`src/rtl/fmul_issue_arb.sv`:
```
// fmul_issue_arb: shares one pipelined FP32 multiplier (mul_top) between two
// requesters. Round-robin issue, in-flight tag tracking and a show-ahead
// response FIFO per requester. mul_top cannot stall, so issue is gated by
// credits: an op is only issued when its result is guaranteed a FIFO slot.
//
// Timing: an operand pair handshaken in cycle T has its product on mul_result
// during cycle T+LAT-1. It is captured on the LAT-th edge counting the issue
// edge as the first. rsp_valid therefore rises in cycle T+LAT. The tracker
// holds the tag through the LAT-1 register stages between those two edges.
module fmul_issue_arb #(
    parameter int W     = 32,
    parameter int LAT   = 4,
    parameter int DEPTH = 4
) (
    input  logic         clk,
    input  logic         rst,
    input  logic         req0_valid,
    output logic         req0_ready,
    input  logic [W-1:0] req0_a,
    input  logic [W-1:0] req0_b,
    input  logic         req1_valid,
    output logic         req1_ready,
    input  logic [W-1:0] req1_a,
    input  logic [W-1:0] req1_b,
    output logic         rsp0_valid,
    input  logic         rsp0_ready,
    output logic [W-1:0] rsp0_data,
    output logic         rsp1_valid,
    input  logic         rsp1_ready,
    output logic [W-1:0] rsp1_data,
    output logic [W-1:0] mul_a,
    output logic [W-1:0] mul_b,
    input  logic [W-1:0] mul_result,
    output logic         busy
);

    localparam int TS = (LAT > 1) ? LAT - 1 : 1;
    localparam int CW = $clog2(DEPTH + 1);
    localparam int AW = (DEPTH > 1) ? $clog2(DEPTH) : 1;
    localparam logic [CW:0] DEPTH_W = (CW + 1)'(DEPTH);

    genvar gi;

    logic [1:0]         req_valid;
    logic [1:0]         rsp_ready;
    logic [1:0]         rsp_valid;
    logic [1:0][W-1:0]  req_a;
    logic [1:0][W-1:0]  req_b;
    logic [1:0][W-1:0]  rsp_data;
    logic [1:0]         elig;
    logic [1:0]         grant;
    logic [1:0]         push;
    logic [1:0]         nonempty_d;
    logic               issue;
    logic               rr_q;
    logic               rr_d;
    logic               busy_q;
    logic               busy_d;
    logic [TS-1:0]      trk_vld_q;
    logic [TS-1:0]      trk_vld_d;
    logic [TS-1:0]      trk_tag_q;
    logic [TS-1:0]      trk_tag_d;

    assign req_valid = {req1_valid, req0_valid};
    assign req_a     = {req1_a, req0_a};
    assign req_b     = {req1_b, req0_b};
    assign rsp_ready = {rsp1_ready, rsp0_ready};

    // Grant: a lone eligible requester wins, a tie goes to the RR pointer.
    // Nothing is granted while reset is asserted, since the reset edge clears the tracker.
    always_comb begin
        grant = 2'b00;
        if (rst) begin
            if (elig == 2'b11) begin
                grant = rr_q ? 2'b10 : 2'b01;
            end else begin
                grant = elig;
            end
        end
    end

    assign issue      = |grant;
    assign rr_d       = issue ? ~rr_q : rr_q;
    assign req0_ready = grant[0];
    assign req1_ready = grant[1];

    // Multiplier operands follow the granted requester, zero when idle
    always_comb begin
        mul_a = '0;
        mul_b = '0;
        if (grant[0]) begin
            mul_a = req_a[0];
            mul_b = req_b[0];
        end else if (grant[1]) begin
            mul_a = req_a[1];
            mul_b = req_b[1];
        end
    end

    // Tracker shift chain: stage 0 loads at the issue edge and the last stage
    // lines up with mul_result.
    generate
        for (gi = 0; gi < TS; gi++) begin : g_trk
            if (gi == 0) begin : g_head
                assign trk_vld_d[gi] = issue;
                assign trk_tag_d[gi] = grant[1];
            end else begin : g_body
                assign trk_vld_d[gi] = trk_vld_q[gi-1];
                assign trk_tag_d[gi] = trk_tag_q[gi-1];
            end
        end
    endgenerate

    assign push[0] = trk_vld_q[TS-1] && !trk_tag_q[TS-1];
    assign push[1] = trk_vld_q[TS-1] &&  trk_tag_q[TS-1];

    assign busy_d = (|trk_vld_d) || (|nonempty_d);
    assign busy   = busy_q;

    // Tracker, RR pointer and busy flag
    always_ff @(posedge clk) begin
        if (!rst) begin
            trk_vld_q <= '0;
            trk_tag_q <= '0;
            rr_q      <= 1'b0;
            busy_q    <= 1'b0;
        end else begin
            trk_vld_q <= trk_vld_d;
            trk_tag_q <= trk_tag_d;
            rr_q      <= rr_d;
            busy_q    <= busy_d;
        end
    end

    // Per-requester credit accounting and response FIFO
    generate
        for (gi = 0; gi < 2; gi++) begin : g_ch
            logic [W-1:0]  mem_q [DEPTH];
            logic [AW-1:0] wr_ptr_q;
            logic [AW-1:0] wr_ptr_d;
            logic [AW-1:0] rd_ptr_q;
            logic [AW-1:0] rd_ptr_d;
            logic [CW-1:0] cnt_q;
            logic [CW-1:0] cnt_d;
            logic [CW-1:0] infl_q;
            logic [CW-1:0] infl_d;
            logic          pop;

            // Registered counts only: a pop this cycle frees its credit next cycle
            assign elig[gi]      = req_valid[gi] &&
                                   (({1'b0, cnt_q} + {1'b0, infl_q}) < DEPTH_W);
            assign rsp_valid[gi] = (cnt_q != '0);
            assign rsp_data[gi]  = rsp_valid[gi] ? mem_q[rd_ptr_q] : '0;
            assign pop           = rsp_valid[gi] && rsp_ready[gi];
            assign nonempty_d[gi] = (cnt_d != '0);

            // Next-state counters and wrapping pointers
            always_comb begin
                cnt_d    = cnt_q + CW'(push[gi]) - CW'(pop);
                infl_d   = infl_q + CW'(grant[gi]) - CW'(push[gi]);
                wr_ptr_d = wr_ptr_q;
                rd_ptr_d = rd_ptr_q;
                if (push[gi]) begin
                    wr_ptr_d = (wr_ptr_q == AW'(DEPTH - 1)) ? '0 : wr_ptr_q + AW'(1);
                end
                if (pop) begin
                    rd_ptr_d = (rd_ptr_q == AW'(DEPTH - 1)) ? '0 : rd_ptr_q + AW'(1);
                end
            end

            // FIFO pointers, occupancy and in-flight count
            always_ff @(posedge clk) begin
                if (!rst) begin
                    wr_ptr_q <= '0;
                    rd_ptr_q <= '0;
                    cnt_q    <= '0;
                    infl_q   <= '0;
                end else begin
                    wr_ptr_q <= wr_ptr_d;
                    rd_ptr_q <= rd_ptr_d;
                    cnt_q    <= cnt_d;
                    infl_q   <= infl_d;
                end
            end

            // Result storage, left unreset; stale entries are never visible
            always_ff @(posedge clk) begin
                if (push[gi]) begin
                    mem_q[wr_ptr_q] <= mul_result;
                end
            end

            // Credits guarantee a slot for every product that arrives
            a_no_full_push: assert property (@(posedge clk) disable iff (!rst)
                !(push[gi] && (cnt_q == CW'(DEPTH))));
        end
    endgenerate

    assign rsp0_valid = rsp_valid[0];
    assign rsp1_valid = rsp_valid[1];
    assign rsp0_data  = rsp_data[0];
    assign rsp1_data  = rsp_data[1];

endmodule

```
`config.mk`:
```
export PLATFORM = sky130hd
export DESIGN_NAME = fmul_issue_arb
export DESIGN_NICKNAME = d
export VERILOG_FILES = /design/src/rtl/fmul_issue_arb.sv
export SDC_FILE = /design/constraint.sdc
export NUM_CORES = 1
export LEC_CHECK = 0
export CORE_ASPECT_RATIO = 2
export CORE_MARGIN = 2
export CORE_UTILIZATION = 50
export DETAILED_ROUTE_END_ITERATION = 10
export HOLD_SLACK_MARGIN = 0.03
export PLACE_DENSITY = 0.81
export SYNTH_ARGS = -nofsm -noshare
export SYNTH_HDL_FRONTEND = slang
export SYNTH_SLANG_ARGS = --single-unit
```
`constraint.sdc`:
```
create_clock -name clk -period 6.4 [get_ports clk]
set_clock_uncertainty 0.2 [all_clocks]
set_input_delay 0.96 -clock clk [delete_from_list [all_inputs] [get_ports clk]]
set_output_delay 0.96 -clock clk [all_outputs]
set_load 0.02 [all_outputs]
```
==> results of run 1 <==
[sequential cells by signal, summed over array words and instances, names as in the netlist, named ones only]
register,cells
busy,1
g_ch.rd_ptr_q,4
g_ch.mem_q,256
rr_q,1
trk_vld_q,3
g_ch.wr_ptr_q,4
g_ch.infl_q,6
g_ch.cnt_q,6
trk_tag_q,3
[worst max-delay path: stages]
cell and delay [ns]:
clkdlybuf4s50_1 0.45, nor4b_2 0.22, and2_1 0.26, o211a_2 0.84, buf_4 0.35, a22o_1 0.17, clkdlybuf4s50_1 0.61
[worst paths after layout]
check / startpoint / to / depth (start not counted)
min: trk_tag_q[0] / trk_tag_q[1] / 1
max reg2reg: g_ch[0].cnt_q[0] / busy / 12
min reg2reg: trk_tag_q[0] / trk_tag_q[1] / 1
max: req1_valid / mul_a[12] / 7
[kinds of logic after synthesis]
group,Yosys count,share of synthesized area
AOI/OAI and AO/OA,75,0.0535
xor gates and xnor gates,9,0.00661
adders and majority gates,26,0.0298
buffers and inverters,61,0.0259
DFF,288,0.699
muxes,66,0.123
and+or+nand+nor,121,0.0630
[stage by stage]
stage	instances	setup WS [ns]
6_report	1245	1.35
5_1_grt	1245	1.13
4_1_cts	1245	1.37
3_5_place_dp	1199	1.39
3_3_place_gp	1199	1.45
2_1_floorplan	646	3.22
[power by group]
part / internal, W / switching (W) / leakage, nW
clock network: 0.000804 / 0.000644 / 0.389
logic: 0.00110 / 0.00108 / 2.42
registers: 0.00211 / 0.0000960 / 2.57
[layer usage]
metal  track usage  routed length, um  up-vias
met5             0                 69        -
met4        0.0460                455       10
met3        0.0627               2990       51
met2         0.390              15200      383
met1         0.325              11700     3499
li1              -                  -     3120
[placed cells by master, fill, tap and decap left out, types with 2 or more instances in the layout]
cell,count
xor2_1,2
xnor2_1,7
buf_4,8
clkinv_2,6
nand2_1,8
a22o_1,64
ha_1,22
clkdlybuf4s50_1,298
inv_6,3
and2_1,80
or3_1,4
nand3_1,3
nor2b_1,9
inv_1,21
dfxtp_1,28
clkinv_1,5
mux2i_1,2
bufinv_16,2
nor3_1,2
and3_2,4
a21oi_1,3
nor2_1,3
and2_2,4
a21boi_0,4
clkbuf_1,3
edfxtp_1,256
mux4_2,64
dfxtp_2,4
fa_1,4
clkbuf_16,25
[final cells by class]
type                    instances  area (sq um)
clock buffers                  28           637
well taps                     287           359
flip-flops and latches        288          8330
clock inverters                18           151
fillers                      1560          7710
repair buffers                306          3040
multi-input cells             297          3310
inverters                      21          78.8
==> results.py, run 1 <==
metrics = {
    "clocking": {
        "clock_path_buffers": 3,
        "insertion_delay_ns": 0.52,
        "tritoncts.num_buffers": 25,
        "cts-resized-gates": 0,
        "cts_setup_buffers": 0,
        "tritoncts_clock_tree": "built",
        "h-tree-depth": 1,
        "hold_buffers": 0,
        "root_buffer_selected_by_cts": "clkbuf_16",
        "cts.sinks": 288,
        "clk_transition_reported_paths_ns": 0.06,
    },
    "global_routing": {
        "grt_pass1_vias": 7379,
        "grt_overflow": 0,
        "global_route_wire_length_before_repair_um": 45000,
        "grtUsageTotal": 0.238,
        "antenna_violations_before_repair": 5,
        "grt_max_degree": 66,
    },
    "placement": {
        "gp_congestion": 0.797,
        "hpwlAfterDp_um": 20200,
        "numPortBuffers": 298,
        "total_cell_area_at_the_placement_stage_sq_um": 15100,
    },
    "yosys": {
        "synthesis.area_per_instance_sq_um": 18.5,
        "yosysUniqueCellTypes": 31,
        "yosys_register_bits": 288,
        "yosys_top_cell_by_area": "edfxtp_1",
        "ys.warnings.count": 0,
        "synth_area_leaders": "edfxtp_1 (64%), mux4_2 (12%), dfxtp_1 (5.4%)",
        "synthesis.nets": 838,
        "edff_count_synth": 256,
        "synthArstFlopShare": 0,
        "synth_top_cells_by_count": "edfxtp_1 (256), and2_1 (84), a22o_1 (64), mux4_2 (64), dfxtp_1 (32)",
        "syn-cell-area_sq_um": 11900,
        "post_synth_inst_count": 646,
        "synthFlopType": "edfxtp_1",
        "yosysMostFrequentCell": "edfxtp_1",
        "synth_seq_area_share": 0.699,
        "synth_top_area_frac": 0.645,
    },
    "floorplanning": {
        "design.die.area_sq_um": 25200,
        "chipWidth_um": 113,
        "starting_density": 0.505,
        "num_rows": 80,
        "floorplan.io_pins": 299,
        "core-area_sq_um": 23600,
        "die_h_um": 222,
    },
    "detailed_routing": {
        "vias_per_cell": 5.67,
        "drc": 12,
        "drt-pass1-iter-count": 8,
        "first_iter_violations": 623,
        "detail_route.wl_per_cell_um": 24.4,
        "ant_nets": 0,
        "vias": 7063,
        "finalWirelength_um": 30400,
    },
    "finish": {
        "areaGrowthSynthToFinish_pct": 33.4,
        "layout-drive-gt1-share": 0.132,
        "antenna-diode-count": 0,
        "design.final.nets": 1131,
        "postLayoutCoreUtil": 0.673,
        "finish.instance_area_sq_um": 15900,
    },
    "pwr": {
        "p_leak_nw": 5.38,
        "post-layout-total-power_w": 0.00584,
        "max-vdd-ir-drop_v": 0.000298,
        "pwr_density_cell_nw_per_um2": 367,
    },
    "critical_path": {
        "cp-start-kind": "primary input",
        "endpoint_kind": "output port",
        "timing_worst_setup_path_type": "in2out",
        "timing.critical_path.required_ns": 5.24,
        "critical_path.max_fanout": 49,
        "r2r_setup_slack_ns": 3.04,
        "worst_path_arrival_ns": 3.89,
    },
    "run": {
        "maxCapViolCount": 0,
    },
    "timing": {
        "timing_worst_slew_pin_value_ns": 1.02,
        "grt_setup_unrepaired": "no",
        "slew-limit-headroom": 0.319,
        "finalSetupViolations": 0,
        "drv_slew": 0,
        "post-route-min-period_ns": 5.05,
        "fin_crit_sh": 0.789,
        "worst_hold_slack_ns": 0.237,
        "hold_viol_final": 0,
        "fin_tns_setup_ns": 0,
        "max_clock_freq_ghz": 0.198,
    },
    "outcome": {
        "violations": "DRC",
        "status": "complete, but fails checks",
    },
    "min_path": {
        "min_path_type": "reg2reg",
    },
}
Note: power is estimated with default switching activity, not from simulation.
==> inputs of run 2 (changes only) <==
--- a/config.mk
+++ b/config.mk
@@ -7,10 +7,10 @@
 export LEC_CHECK = 0
 export CORE_ASPECT_RATIO = 2
 export CORE_MARGIN = 2
-export CORE_UTILIZATION = 50
+export CORE_UTILIZATION = 49
 export DETAILED_ROUTE_END_ITERATION = 10
 export HOLD_SLACK_MARGIN = 0.03
-export PLACE_DENSITY = 0.81
+export PLACE_DENSITY = 0.8
 export SYNTH_ARGS = -nofsm -noshare
 export SYNTH_HDL_FRONTEND = slang
 export SYNTH_SLANG_ARGS = --single-unit
==> constraint.sdc (replaced) <==
create_clock -name clk -period 5 [get_ports clk]
set_clock_uncertainty 0.2 [all_clocks]
set_input_delay 0.75 -clock clk [delete_from_list [all_inputs] [get_ports clk]]
set_output_delay 0.75 -clock clk [all_outputs]
set_load 0.02 [all_outputs]
==> run 2 against run 1 <==
Compared with the run above: the flow now finishes without violations; via count up 1.9%; register-to-register slack got worse by 1.2 ns; global-route usage grew 1.2 points; cell count is 1.4% higher; critical path type is now reg2out.
==> results.py, run 2 (same netlist as run 1, synthesis figures left out) <==
metrics = {
    "global_routing": {
        "grt_pass1_vias": 7584,
        "grt_max_degree": 35,
        "global_route_wire_length_before_repair_um": 46100,
        "antenna_violations_before_repair": 17,
        "grt_overflow": 0,
        "grtUsageTotal": 0.249,
    },
    "placement": {
        "gp_congestion": 0.873,
        "hpwlAfterDp_um": 22300,
        "numPlacedInstances": 1203,
        "total_cell_area_at_the_placement_stage_sq_um": 15200,
        "numPortBuffers": 298,
    },
    "pwr": {
        "seqPwrFrac": 0.376,
        "netSwitchingFraction": 0.310,
        "clock_power_frac": 0.259,
        "total_internal_power_w": 0.00522,
        "pwr-share-comb": 0.365,
        "pwr_density_cell_nw_per_um2": 472,
        "p_leak_nw": 5.40,
        "max-vdd-ir-drop_v": 0.000333,
        "power_switching_w": 0.00235,
    },
    "min_path": {
        "hold_path_startpoint": "trk_tag_q[0]",
        "min_path_cells": 1,
        "min_path_type": "reg2reg",
        "holdPathEnd": "trk_tag_q[1]",
    },
    "detailed_routing": {
        "first_iter_violations": 529,
        "detail_route.wl_per_cell_um": 25.1,
        "drt-pass1-iter-count": 4,
        "drc": 0,
        "finalWirelength_um": 31700,
        "vias": 7200,
        "ant_nets": 0,
        "vias_per_cell": 5.71,
    },
    "critical_path": {
        "maximum_single_stage_delay_on_the_critical_path_ns": 0.61,
        "cp-start-kind": "flip-flop",
        "r2r_setup_slack_ns": 1.82,
        "r2r_start": "g_ch[0].cnt_q[1]",
        "endpoint_kind": "output port",
        "timing.critical_path.slowest_stage_cell": "clkdlybuf4s50_1",
        "critical_path_cell_by_cell": "ha_1, nor4b_2, and2_1, o211a_2, buf_4, a22o_1, clkdlybuf4s50_1",
        "reg2regPathDepth": 12,
        "timing.critical_path.required_ns": 4.05,
        "worst_path_arrival_ns": 3.35,
        "timing_worst_setup_path_type": "reg2out",
        "timing.rr.end": "busy",
        "critical_path.max_fanout": 28,
    },
    "floorplanning": {
        "chipWidth_um": 114,
        "num_rows": 80,
        "core-area_sq_um": 23900,
        "starting_density": 0.498,
        "design.die.area_sq_um": 25700,
        "die_h_um": 225,
        "floorplan.io_pins": 299,
    },
    "clocking": {
        "clock_path_buffers": 3,
        "insertion_delay_ns": 0.53,
        "tritoncts_clock_tree": "built",
        "root_buffer_selected_by_cts": "clkbuf_16",
        "h-tree-depth": 1,
        "cts_setup_buffers": 0,
        "hold_buffers": 0,
        "cts.sinks": 288,
        "clk_transition_reported_paths_ns": 0.07,
        "tritoncts.num_buffers": 24,
        "cts-resized-gates": 0,
    },
    "finish": {
        "fin_cells": 1262,
        "largest_reg_flops": 256,
        "fill_cell_count": 1597,
        "design.final.nets": 1134,
        "layout.cells.most_common": "clkdlybuf4s50_1",
        "largestRegisters": "g_ch.mem_q: 256 flops, g_ch.cnt_q: 6 flops, g_ch.infl_q: 6 flops",
        "finish.instance_area_sq_um": 16000,
        "areaGrowthSynthToFinish_pct": 34.5,
        "layout-drive-gt1-share": 0.139,
        "mostFrequentLayoutCells": "clkdlybuf4s50_1 (298), edfxtp_1 (256), and2_1 (80)",
        "registers.top_by_ff_count": "g_ch.mem_q",
    },
    "timing": {
        "finalSetupViolations": 0,
        "fin_crit_sh": 0.860,
        "hold_viol_final": 0,
        "grt_setup_unrepaired": "no",
        "worst_hold_slack_ns": 0.233,
        "fin_tns_setup_ns": 0,
        "post-route-min-period_ns": 4.30,
        "slew-limit-headroom": 0.349,
        "drv_slew": 0,
        "timing_worst_slew_pin_value_ns": 0.977,
        "max_clock_freq_ghz": 0.232,
    },
    "outcome": {
        "status": "finished, final reports clean",
    },
    "run": {
        "maxCapViolCount": 0,
    },
}
run 2: worst max-delay path: cells and delay by family (launching register included):
kind                     cells  cell delay (ns)
buffers and inverters        2             0.89
AO/OA/AOI/OAI                2             0.74
AND/OR/NAND/NOR              2             0.55
flip-flops                   1             0.34
adder cells (fa/ha/maj)      1             0.31
run 2: routing by layer:
layer / share of wire / global-route usage / routed length, um / vias up
met5: 0.0021 / 0 / 66 / -
met4: 0.042 / 0.114 / 1320 / 10
met3: 0.097 / 0.0736 / 3060 / 65
met2: 0.52 / 0.435 / 16600 / 392
met1: 0.34 / 0.278 / 10700 / 3586
li1: - / - / - / 3147
run 2: final cells by class:
type | count | area (sq um) | share of cell area
Inverter | 21 | 78.8 | 0.00492
Antenna cell | 15 | 37.5 | 0.00234
Multi-Input combinational cell | 297 | 3310 | 0.206
Timing Repair Buffer | 310 | 3090 | 0.192
Clock buffer | 28 | 647 | 0.0404
Tap cell | 287 | 359 | 0.0224
Sequential cell | 288 | 8330 | 0.520
Clock inverter | 16 | 184 | 0.0115
run 2: worst max-delay path by stage:
| stage | start | to | slack, ns |
|---|---|---|---|
| floorplan | g_ch[0].cnt_q[1] | busy | 2.21 |
| global placement | req1_valid | mul_a[27] | 0.70 |
| global route | g_ch[1].cnt_q[2] | mul_a[26] | 0.50 |
| detailed placement | req1_valid | mul_b[30] | 0.68 |
| CTS | g_ch[1].cnt_q[2] | mul_a[29] | 0.64 |
| finish | g_ch[1].cnt_q[2] | mul_a[22] | 0.70 |
run 2: per-stage QoR:
stage | setup slack (ns) | power [W] | util
floorplan | 2.21 | 0.00444 | -
global placement | 0.699 | 0.00568 | 0.634
detailed placement | 0.680 | 0.00570 | 0.634
CTS | 0.636 | 0.00765 | 0.669
global route | 0.495 | 0.00788 | 0.669
finish | 0.698 | 0.00757 | 0.670
run 2: power by group through the flow:
stage          clock (W)  combinational (W)  sequential [W]
6_report         0.00196            0.00277         0.00285
5_1_grt          0.00207            0.00294         0.00287
4_1_cts          0.00199            0.00280         0.00285
3_5_place_dp           0            0.00279         0.00291
3_3_place_gp           0            0.00277         0.00291
2_1_floorplan          0            0.00164         0.00279
==> inputs of run 3 (changes only) <==
--- a/config.mk
+++ b/config.mk
@@ -9,7 +9,7 @@
 export CORE_MARGIN = 2
 export CORE_UTILIZATION = 49
 export DETAILED_ROUTE_END_ITERATION = 10
-export HOLD_SLACK_MARGIN = 0.03
+export HOLD_SLACK_MARGIN = 0.05
 export PLACE_DENSITY = 0.8
 export SYNTH_ARGS = -nofsm -noshare
 export SYNTH_HDL_FRONTEND = slang
==> results of run 3 <==
Final layout, timing and power as in run 2 (identical DEF).
